$ cat src/rtl/fsm_mur_tbl_if.sv
// rtl/fsm_mur_tbl_if.sv - bus bundle for the table-driven FSM with MISR BIST
interface fsm_mur_tbl_if #(
  parameter int SW   = 4,
  parameter int IW   = 4,
  parameter int SIGW = 16
);
  logic [IW-1:0]    sig_in;
  logic [SW-1:0]    state_o;
  logic             start_bist;
  logic             rst_state;
  logic             tbl_we;
  logic [SW+IW-1:0] tbl_addr;
  logic [SW-1:0]    tbl_wdata;
  logic             bist_busy;
  logic             bist_done;
  logic [SIGW-1:0]  bist_sig;

  modport master (
    output sig_in, start_bist, rst_state, tbl_we, tbl_addr, tbl_wdata,
    input  state_o, bist_busy, bist_done, bist_sig
  );

  modport slave (
    input  sig_in, start_bist, rst_state, tbl_we, tbl_addr, tbl_wdata,
    output state_o, bist_busy, bist_done, bist_sig
  );
endinterface

$ cat src/rtl/fsm_mur_tbl.sv
// rtl/fsm_mur_tbl.sv - table-driven Moore FSM with MISR self-test scan of its table
module fsm_mur_tbl #(
  parameter int              SW   = 4,
  parameter int              IW   = 4,
  parameter int              SIGW = 16,
  parameter logic [SIGW-1:0] SEED = {SIGW{1'b1}},
  parameter logic [SIGW-1:0] TAPS = 16'hB400
) (
  input  logic          clk,
  input  logic          rst,
  fsm_mur_tbl_if.slave  bus
);
  localparam int AW = SW + IW;
  localparam int NE = 1 << AW;

  typedef enum logic [1:0] {RUN = 2'd0, BIST = 2'd1, DONE = 2'd2} ctrl_e;

  ctrl_e           ctrl_q, ctrl_d;
  logic [SW-1:0]   state_q, state_d;
  logic [AW-1:0]   cnt_q, cnt_d;
  logic [SIGW-1:0] sig_q, sig_d;
  logic [SW-1:0]   tbl_q [NE];

  logic [SW-1:0]   rd_run;
  logic [SW-1:0]   rd_bist;
  logic            fb;
  logic [SIGW-1:0] misr_next;
  logic            we_ok;

  // Table lookups: the array is registered, so a same-cycle write is not yet visible here
  assign rd_run    = tbl_q[{state_q, bus.sig_in}];
  assign rd_bist   = tbl_q[cnt_q];
  assign fb        = ^(sig_q & TAPS);
  assign misr_next = {sig_q[SIGW-2:0], fb} ^ {{(SIGW-SW){1'b0}}, rd_bist};
  assign we_ok     = bus.tbl_we && (ctrl_q == RUN);

  // Control FSM and datapath registers
  always_ff @(posedge clk) begin
    if (rst) begin
      ctrl_q  <= RUN;
      state_q <= '0;
      cnt_q   <= '0;
      sig_q   <= SEED;
    end else begin
      ctrl_q  <= ctrl_d;
      state_q <= state_d;
      cnt_q   <= cnt_d;
      sig_q   <= sig_d;
    end
  end

  // Transition table storage; writes accepted only while running
  always_ff @(posedge clk) begin
    if (rst) begin
      for (int i = 0; i < NE; i++) tbl_q[i] <= '0;
    end else if (we_ok) begin
      tbl_q[bus.tbl_addr] <= bus.tbl_wdata;
    end
  end

  // Next-state logic: normal stepping, scan start, scan compaction and abort
  always_comb begin
    ctrl_d  = ctrl_q;
    state_d = state_q;
    cnt_d   = cnt_q;
    sig_d   = sig_q;
    case (ctrl_q)
      RUN: begin
        if (bus.rst_state) begin
          state_d = '0;
        end else if (bus.start_bist) begin
          state_d = '0;
          cnt_d   = '0;
          sig_d   = SEED;
          ctrl_d  = BIST;
        end else begin
          state_d = rd_run;
        end
      end
      BIST: begin
        state_d = '0;
        if (bus.rst_state) begin
          cnt_d  = '0;
          sig_d  = SEED;
          ctrl_d = RUN;
        end else begin
          sig_d = misr_next;
          if (&cnt_q) begin
            ctrl_d = DONE;
          end else begin
            cnt_d = cnt_q + 1'b1;
          end
        end
      end
      DONE: begin
        state_d = '0;
        ctrl_d  = RUN;
        if (bus.rst_state) sig_d = SEED;
      end
      default: begin
        state_d = '0;
        ctrl_d  = RUN;
      end
    endcase
  end

  // Moore outputs decoded from the control state
  always_comb begin
    bus.state_o   = state_q;
    bus.bist_sig  = sig_q;
    bus.bist_busy = (ctrl_q == BIST);
    bus.bist_done = (ctrl_q == DONE);
  end
endmodule

$ cat src/flat_wrapper.sv
// flat-port wrapper written by rule: the top's interface ports become plain ports
module fsm_mur_tbl_flat 
#(
  parameter int              SW   = 4,
  parameter int              IW   = 4,
  parameter int              SIGW = 16,
  parameter logic [SIGW-1:0] SEED = {SIGW{1'b1}},
  parameter logic [SIGW-1:0] TAPS = 16'hB400
)
  (clk, rst, bus_sig_in, bus_start_bist, bus_rst_state, bus_tbl_we, bus_tbl_addr, bus_tbl_wdata, bus_state_o, bus_bist_busy, bus_bist_done, bus_bist_sig);
  fsm_mur_tbl_if #(.SW(SW), .IW(IW), .SIGW(SIGW)) bus_i ();
  input  logic clk;
  input  logic rst;
  input wire logic [$bits(bus_i.sig_in)-1:0] bus_sig_in;
  input wire logic [$bits(bus_i.start_bist)-1:0] bus_start_bist;
  input wire logic [$bits(bus_i.rst_state)-1:0] bus_rst_state;
  input wire logic [$bits(bus_i.tbl_we)-1:0] bus_tbl_we;
  input wire logic [$bits(bus_i.tbl_addr)-1:0] bus_tbl_addr;
  input wire logic [$bits(bus_i.tbl_wdata)-1:0] bus_tbl_wdata;
  output wire logic [$bits(bus_i.state_o)-1:0] bus_state_o;
  output wire logic [$bits(bus_i.bist_busy)-1:0] bus_bist_busy;
  output wire logic [$bits(bus_i.bist_done)-1:0] bus_bist_done;
  output wire logic [$bits(bus_i.bist_sig)-1:0] bus_bist_sig;
  assign bus_i.sig_in = bus_sig_in;
  assign bus_i.start_bist = bus_start_bist;
  assign bus_i.rst_state = bus_rst_state;
  assign bus_i.tbl_we = bus_tbl_we;
  assign bus_i.tbl_addr = bus_tbl_addr;
  assign bus_i.tbl_wdata = bus_tbl_wdata;
  assign bus_state_o = bus_i.state_o;
  assign bus_bist_busy = bus_i.bist_busy;
  assign bus_bist_done = bus_i.bist_done;
  assign bus_bist_sig = bus_i.bist_sig;
  fsm_mur_tbl #(.SW(SW), .IW(IW), .SIGW(SIGW), .SEED(SEED), .TAPS(TAPS)) u_core (.clk(clk), .rst(rst), .bus(bus_i));
endmodule
$ cat config.mk
export PLATFORM = sky130hd
export DESIGN_NAME = fsm_mur_tbl_flat
export DESIGN_NICKNAME = d
export VERILOG_FILES = /design/src/rtl/fsm_mur_tbl_if.sv /design/src/rtl/fsm_mur_tbl.sv /design/src/flat_wrapper.sv
export SDC_FILE = /design/constraint.sdc
export NUM_CORES = 2
export LEC_CHECK = 0
export BUFFER_PORTS_ARGS = -buffer_cell sky130_fd_sc_hd__buf_2
export CAP_MARGIN = 10
export CORE_ASPECT_RATIO = 0.5
export CORE_MARGIN = 8
export CORE_UTILIZATION = 49
export CTS_CLUSTER_DIAMETER = 80
export DETAILED_ROUTE_END_ITERATION = 8
export SLEW_MARGIN = 20
export SYNTH_ARGS = -nofsm -noshare
export SYNTH_HDL_FRONTEND = slang
export SYNTH_SLANG_ARGS = --single-unit
$ cat constraint.sdc
create_clock -name clk -period 3.1 [get_ports clk]
set_clock_uncertainty 0.15 [all_clocks]
set_input_delay 0.31 -clock clk [delete_from_list [all_inputs] [get_ports clk]]
set_output_delay 0.31 -clock clk [all_outputs]
set_load 0.005 [all_outputs]
# Word level (Yosys, flattened, before mapping)
# Memories as Yosys holds them, arrays and structs flattened. A register that Yosys moved wholly into a read port is not among the register bits.
# Index checks and enable logic that the tools add are counted.
# word_totals
regBits	26
input_bits	21
wordCells	50
mem_count	1
output_inout_bits	22
romBits	0
ramBits	1024
latchBits	0
# classes
order_cmp	0
mux	25
mul	0
n_eq_ne	7
div_mod_pow	0
bitwise	2
n_reduce_logical	11
addsub	1
shift	0
# mem_list
name	depth	word_bits	rd	rd_clocked_by_memory_dff	write_ports	line	rtl
u_core.tbl_q	256	4	2	2	256	fsm_mur_tbl.sv:22	logic [SW-1:0] tbl_q [NE];
# ops
operator	count
16-bit 2-to-1 mux	4
8-bit 2-to-1 mux	7
16-bit one-hot mux with 3 select lines	1
8-bit one-hot mux with 2 select lines	1
16-bit parity	1
16-bit by 4-bit XOR with 16-bit output	1
8-bit by 1-bit adder with 8-bit output, second input constant	1
2-bit 2-to-1 mux	4
4-bit AND reduction	2
8-bit AND reduction	1
4-bit OR reduction	2
1-bit 2-to-1 mux	6
2-bit inequality test, second input constant	3
4-bit 2-to-1 mux	1
2-bit one-hot mux with 2 select lines	1
3-bit by 2-bit inequality test with 1-bit output, second input constant	1
3-bit inequality test, second input constant	1
3-bit AND reduction	1
3-bit nonzero test	1
2-bit by 1-bit equality test with 1-bit output, second input constant	1
2-bit equality test, second input constant	1
2-bit logical NOT	1
2-bit nonzero test	1
1-bit logical AND	1
1-bit NOT	1

# Logic depth before layout (Yosys ltp)
# depth
word_depth	7
mapped_depth	13
ltp_nobuf	8

# Worst setup path before layout
# No wires, ideal clock.
# synth_timing
path_kind	input port to flip-flop
startpoint	input port bus_sig_in[0]
endpoint	register u_core.state_q[0], in the netlist u_core.bus.state_o[0]
t_arrival_ps	2506
n_path_buf	2
required_time_ps	2816
path_stages	8
setup_ps	134
slack_ps	310
path_cell_list	clkbuf_1 -> clkbuf_1 -> mux4_2 -> mux4_2 -> a22oi_1 -> a21oi_1 -> a211oi_1 -> a211oi_1
# synth_rtl
element	line	rtl
from (decl)	flat_wrapper.sv:14	input wire logic [$bits(bus_i.sig_in)-1:0] bus_sig_in;
to (signal assigned)	fsm_mur_tbl.sv:46	state_q <= state_d;
to (decl)	fsm_mur_tbl.sv:19	logic [SW-1:0] state_q, state_d;

==> results.md <==
- The synthesized net count is 4207.
- The library cell contributing the largest single delay on the critical path is sky130_fd_sc_hd__mux4_2.
- The number of setup violations in the final report is 3.
- Derived from the worst setup path, the maximum achievable clock frequency is 0.3150 GHz.
- The cell family contributing the most delay on the critical path is buffers and inverters.
- The initial utilization of the core area, before any placement, comes to 0.4922.
- The minimum setup slack among reg-to-reg paths is -0.07 ns.
- The largest stage delay on the critical path is 0.53 ns.
- The global router's overall resource usage is 0.3074.
- The count of input and output buffers is 42.
- The standard cell core area is about 120000 µm².
- The global-route wire length before repair is 288400 µm.
- In the post-route analysis, the smallest setup slack over all paths is -0.07486 ns.
- Yosys mapped the design onto 86 distinct sky130hd cell types.
- The number of instances in the synthesized netlist is between 4000 and 5000.
- OpenSTA, run right after detailed placement, puts the worst setup slack at -0.4554 ns.
- The routed design could run at a clock period as short as 3.175 ns.
- The number of nets with antenna violations after routing is 0.
- The capturing element type of the critical path is a register.
- The floorplan has slightly below 90 rows.
- The number of maximum-capacitance violations is 0.
- The worst reg-to-reg path cell count is 12.
- The aggregate routed wire length is 206600 µm.
- The via count of the first global-routing pass is 39290.
- The cell sitting at the root of the clock tree is a sky130_fd_sc_hd__clkbuf_16.
- The flow ran to the end, but the final reports show violations.
- In the final design database the tool counted 4273 nets.
- The estimated wirelength of the detail-placed design is 141500 µm.
- The leakage component of the power is approximately 24 nW.
- Counting buffers and inverters, the worst setup path is 12 cells deep.
- The first routing iteration left 6532 violations.
- The peak supply drop is 0.4255 mV.
- The H-tree generated during clock tree synthesis spans 3 levels.
- Entering global routing, the biggest net connects 151 pins.
- The largest area contributor in the synthesized netlist is sky130_fd_sc_hd__edfxtp_1.
- For the worst setup path, the data required time is ~3.6 ns.
- The worst pin sits at a relative slew slack of 0.1950.
- The final max-slew violation count came to 0.
- The peak fanout along the critical path is 5.
- The period utilization is 1.024.
- The largest buffer count on any clock path is 3.
- The clock tree from TritonCTS is done.
- The die is 259.0 µm tall.
- The final worst hold slack is 0.05484 ns.
- After detailed routing, the wire length on met1 is 78790 µm.
- By instance count, the cell type seen most on the critical path is sky130_fd_sc_hd__buf_12.
- The critical path ends at u_core.bus.bist_sig[3].
- The number of top-level design ports is 43.
- In this run, synthesis inferred 1024 flip-flops with an integrated enable.
- The register area is 31530 µm².
- The worst min-delay path class is input port to register.
- The area overhead of the layout relative to synthesis is 13.96%.
- For this run, the register share of the synthesized area comes to 0.5444.
- During synthesis, Yosys emitted a total of 0 warnings.
- Before antenna repair, the detailed router went through 6 iterations.
- The final routed wire length divided by cell count is 34.86 µm.
- The mapped netlist covers roughly 58000 µm².
- The CTS buffer count is 100.
- The clock-pin slew on the worst setup and hold paths is 0.07 ns.
- The clock latency at the later pin of the worst-skew pair is 0.74 ns.
- The initial antenna violation count is 17.
- For the pin with the worst max-slew slack, the measured transition is 1.208 ns.
- The critical path is of the register to register type.
- For the worst setup path, the data arrival time is between 3 and 4 ns.
- The clock sink total is 1062.
- The primary flip-flop cell chosen by synthesis mapping is sky130_fd_sc_hd__edfxtp_1.
- The most repeated cell in the gate-level netlist after synthesis is sky130_fd_sc_hd__edfxtp_1.
- The number of storage elements in the synthesis netlist is ~1100.
- The critical path contains buffers and inverters numbering 4 combined.
- The area share of the leading cell type in the synthesized netlist is 0.5312.
- The commonest cells after synthesis are sky130_fd_sc_hd__edfxtp_1 (1024), sky130_fd_sc_hd__nor2_1 (772), sky130_fd_sc_hd__mux4_2 (436).
- In this run the power density over the cells is just under 500 nW/µm².
- The signal on the critical path passes through buf_12, buf_12, buf_8, mux4_2, nand2_1, a211o_2, nand4_1, o311ai_2, buf_4, o41ai_2, xor2_1, o32a_2.
- The number of placed cells counting well taps is approximately 5700.
- The routed design uses 28300 µm of met3 wire.
- The final reports fail on setup timing.
- The total grt overflow is 0.
- The congestion estimate from routability-driven global placement came to 0.9582.
- The die outline width is 502.1 µm.
- After the flow finishes, the layout carries non-filler instances totaling 5926.
- After detailed routing, the met2 layer carries 90690 µm of wire.
- The die outline area is 130100 µm².
- Summing over every cut layer, the via total after detailed routing is 41080.
- The share of layout cells above drive strength 1 is 0.2767.
- Dividing the detail-routed via count by the number of cells gives around 6.9.
- The setup TNS after final layout is -0.1788 ns.
- Setup repair after global routing could not meet its margin everywhere.
- The topmost layer with routed signal wires is met5.
- Counting flops with an async set or reset pin after synthesis yields a share of 0.
- Averaged over all synthesized cells, the footprint is 13.83 µm².
- The destination of the worst register-to-register timing path is u_core.bus.bist_sig[3].
- After synthesis, the cell types taking the most area are sky130_fd_sc_hd__edfxtp_1 (53%), sky130_fd_sc_hd__mux4_2 (17%), sky130_fd_sc_hd__nor2_1 (5.0%).
- In the final layout, the multi-input gates occupy 24460 µm².
- Fill cells in the final layout number 9446.
- STA classifies the critical path startpoint as a register.
- The number of hold violations in the final report is 0.
- The total DRC errors in the routed layout is 0.
worst min path at each step:
| stage | start | to | depth (start not counted) |
|---|---|---|---|
| after floorplan | bus_rst_state | u_core.ctrl_q[0] | 1 |
| after global routing | bus_tbl_wdata[0] | u_core.tbl_q[54][0] | 2 |
| final | bus_tbl_wdata[0] | u_core.tbl_q[33][0] | 2 |
| after detailed placement | u_core.bus.bist_sig[9] | u_core.bus.bist_sig[10] | 2 |
| after CTS | bus_tbl_wdata[0] | u_core.tbl_q[33][0] | 2 |
| after global placement | u_core.bus.bist_sig[8] | u_core.bus.bist_sig[9] | 2 |
sequential cells by signal, indices dropped and copies added (netlist names), named ones only:
| register | flops |
|---|---|
| u_core.bus.state_o | 4 |
| u_core.ctrl_q | 2 |
| u_core.tbl_q | 1024 |
| u_core.bus.bist_sig | 16 |
| u_core.cnt_q | 8 |
worst register-to-register path: cells and delay by family (launching register included):
kind            cells  cell delay [ns]
xor+xnor            1             0.14
simple gates        2             0.51
flops               1             0.46
buf+inv             4             0.63
compound gates      4             0.62
mux                 1             0.53
metal layers:
metal | track usage | vias to the layer above
met4 | 0.1122 | 8
li1 | - | 16370
met1 | 0.4319 | 21070
met5 | 0 | -
met3 | 0.08953 | 515
met2 | 0.4578 | 3114
logic make-up (layout without fill, tap and decap cells):
| kind of cell | after synthesis | count (layout) | synth area share |
|---|---|---|---|
| xor gates and xnor gates | 14 | 14 | 0.002118 |
| AOI/OAI and AO/OA | 521 | 521 | 0.06614 |
| adders and majority gates | 1 | 1 | 0.0002161 |
| other | 0 | 4 | 0 |
| buffers and inverters | 492 | 637 | 0.04392 |
| DFF | 1062 | 1062 | 0.5444 |
| and+or+nand+nor | 1424 | 1424 | 0.1139 |
| muxes | 671 | 671 | 0.2293 |
layout by cell type, fill, tap and decap left out, types with 98 or more instances in the layout:
| cell | instances |
|---|---|
| sky130_fd_sc_hd__mux2i_1 | 155 |
| sky130_fd_sc_hd__a21o_1 | 236 |
| sky130_fd_sc_hd__clkbuf_16 | 111 |
| sky130_fd_sc_hd__edfxtp_1 | 1024 |
| sky130_fd_sc_hd__and2_1 | 98 |
| sky130_fd_sc_hd__mux4_2 | 444 |
| sky130_fd_sc_hd__buf_4 | 300 |
| sky130_fd_sc_hd__nor2_1 | 750 |
| sky130_fd_sc_hd__and3_1 | 249 |
| sky130_fd_sc_hd__nand2_1 | 145 |
power breakdown:
group / switching, mW / total, mW / internal [mW]
Combinational: 1.97 / 3.54 / 1.57
Clock: 5.70 / 12.7 / 6.99
Sequential: 0.269 / 16.3 / 16.1
through the flow:
step	total power [mW]	area (µm²)	util
after floorplan	18.67	57880	-
after global placement	19.86	61770	0.5252
after detailed placement	19.91	61770	0.5252
after CTS	32.45	65450	0.5566
after global routing	33.27	65950	0.5609
final	32.57	65960	0.5609
timing repair:
item                                   CTS  global route
hold buffers                             3             0
pin swaps                                8            17
cloned                                   1             7
resized for setup                       56            69
setup endpoints to repair                4             4
buffers inserted                        12            14
endpoints found under the hold margin    5             0
area by class of cell:
type / instances / share of cell area
Inverter: 4 / 0.0002656
Timing Repair Buffer: 452 / 0.07123
Tap cell: 1592 / 0.03020
Clock inverter: 62 / 0.008763
Clock buffer: 119 / 0.04061
Sequential cell: 1062 / 0.4780
Multi-Input combinational cell: 2631 / 0.3708
Antenna cell: 4 / 0.0001517
Note: power is estimated with default switching activity, not from simulation.
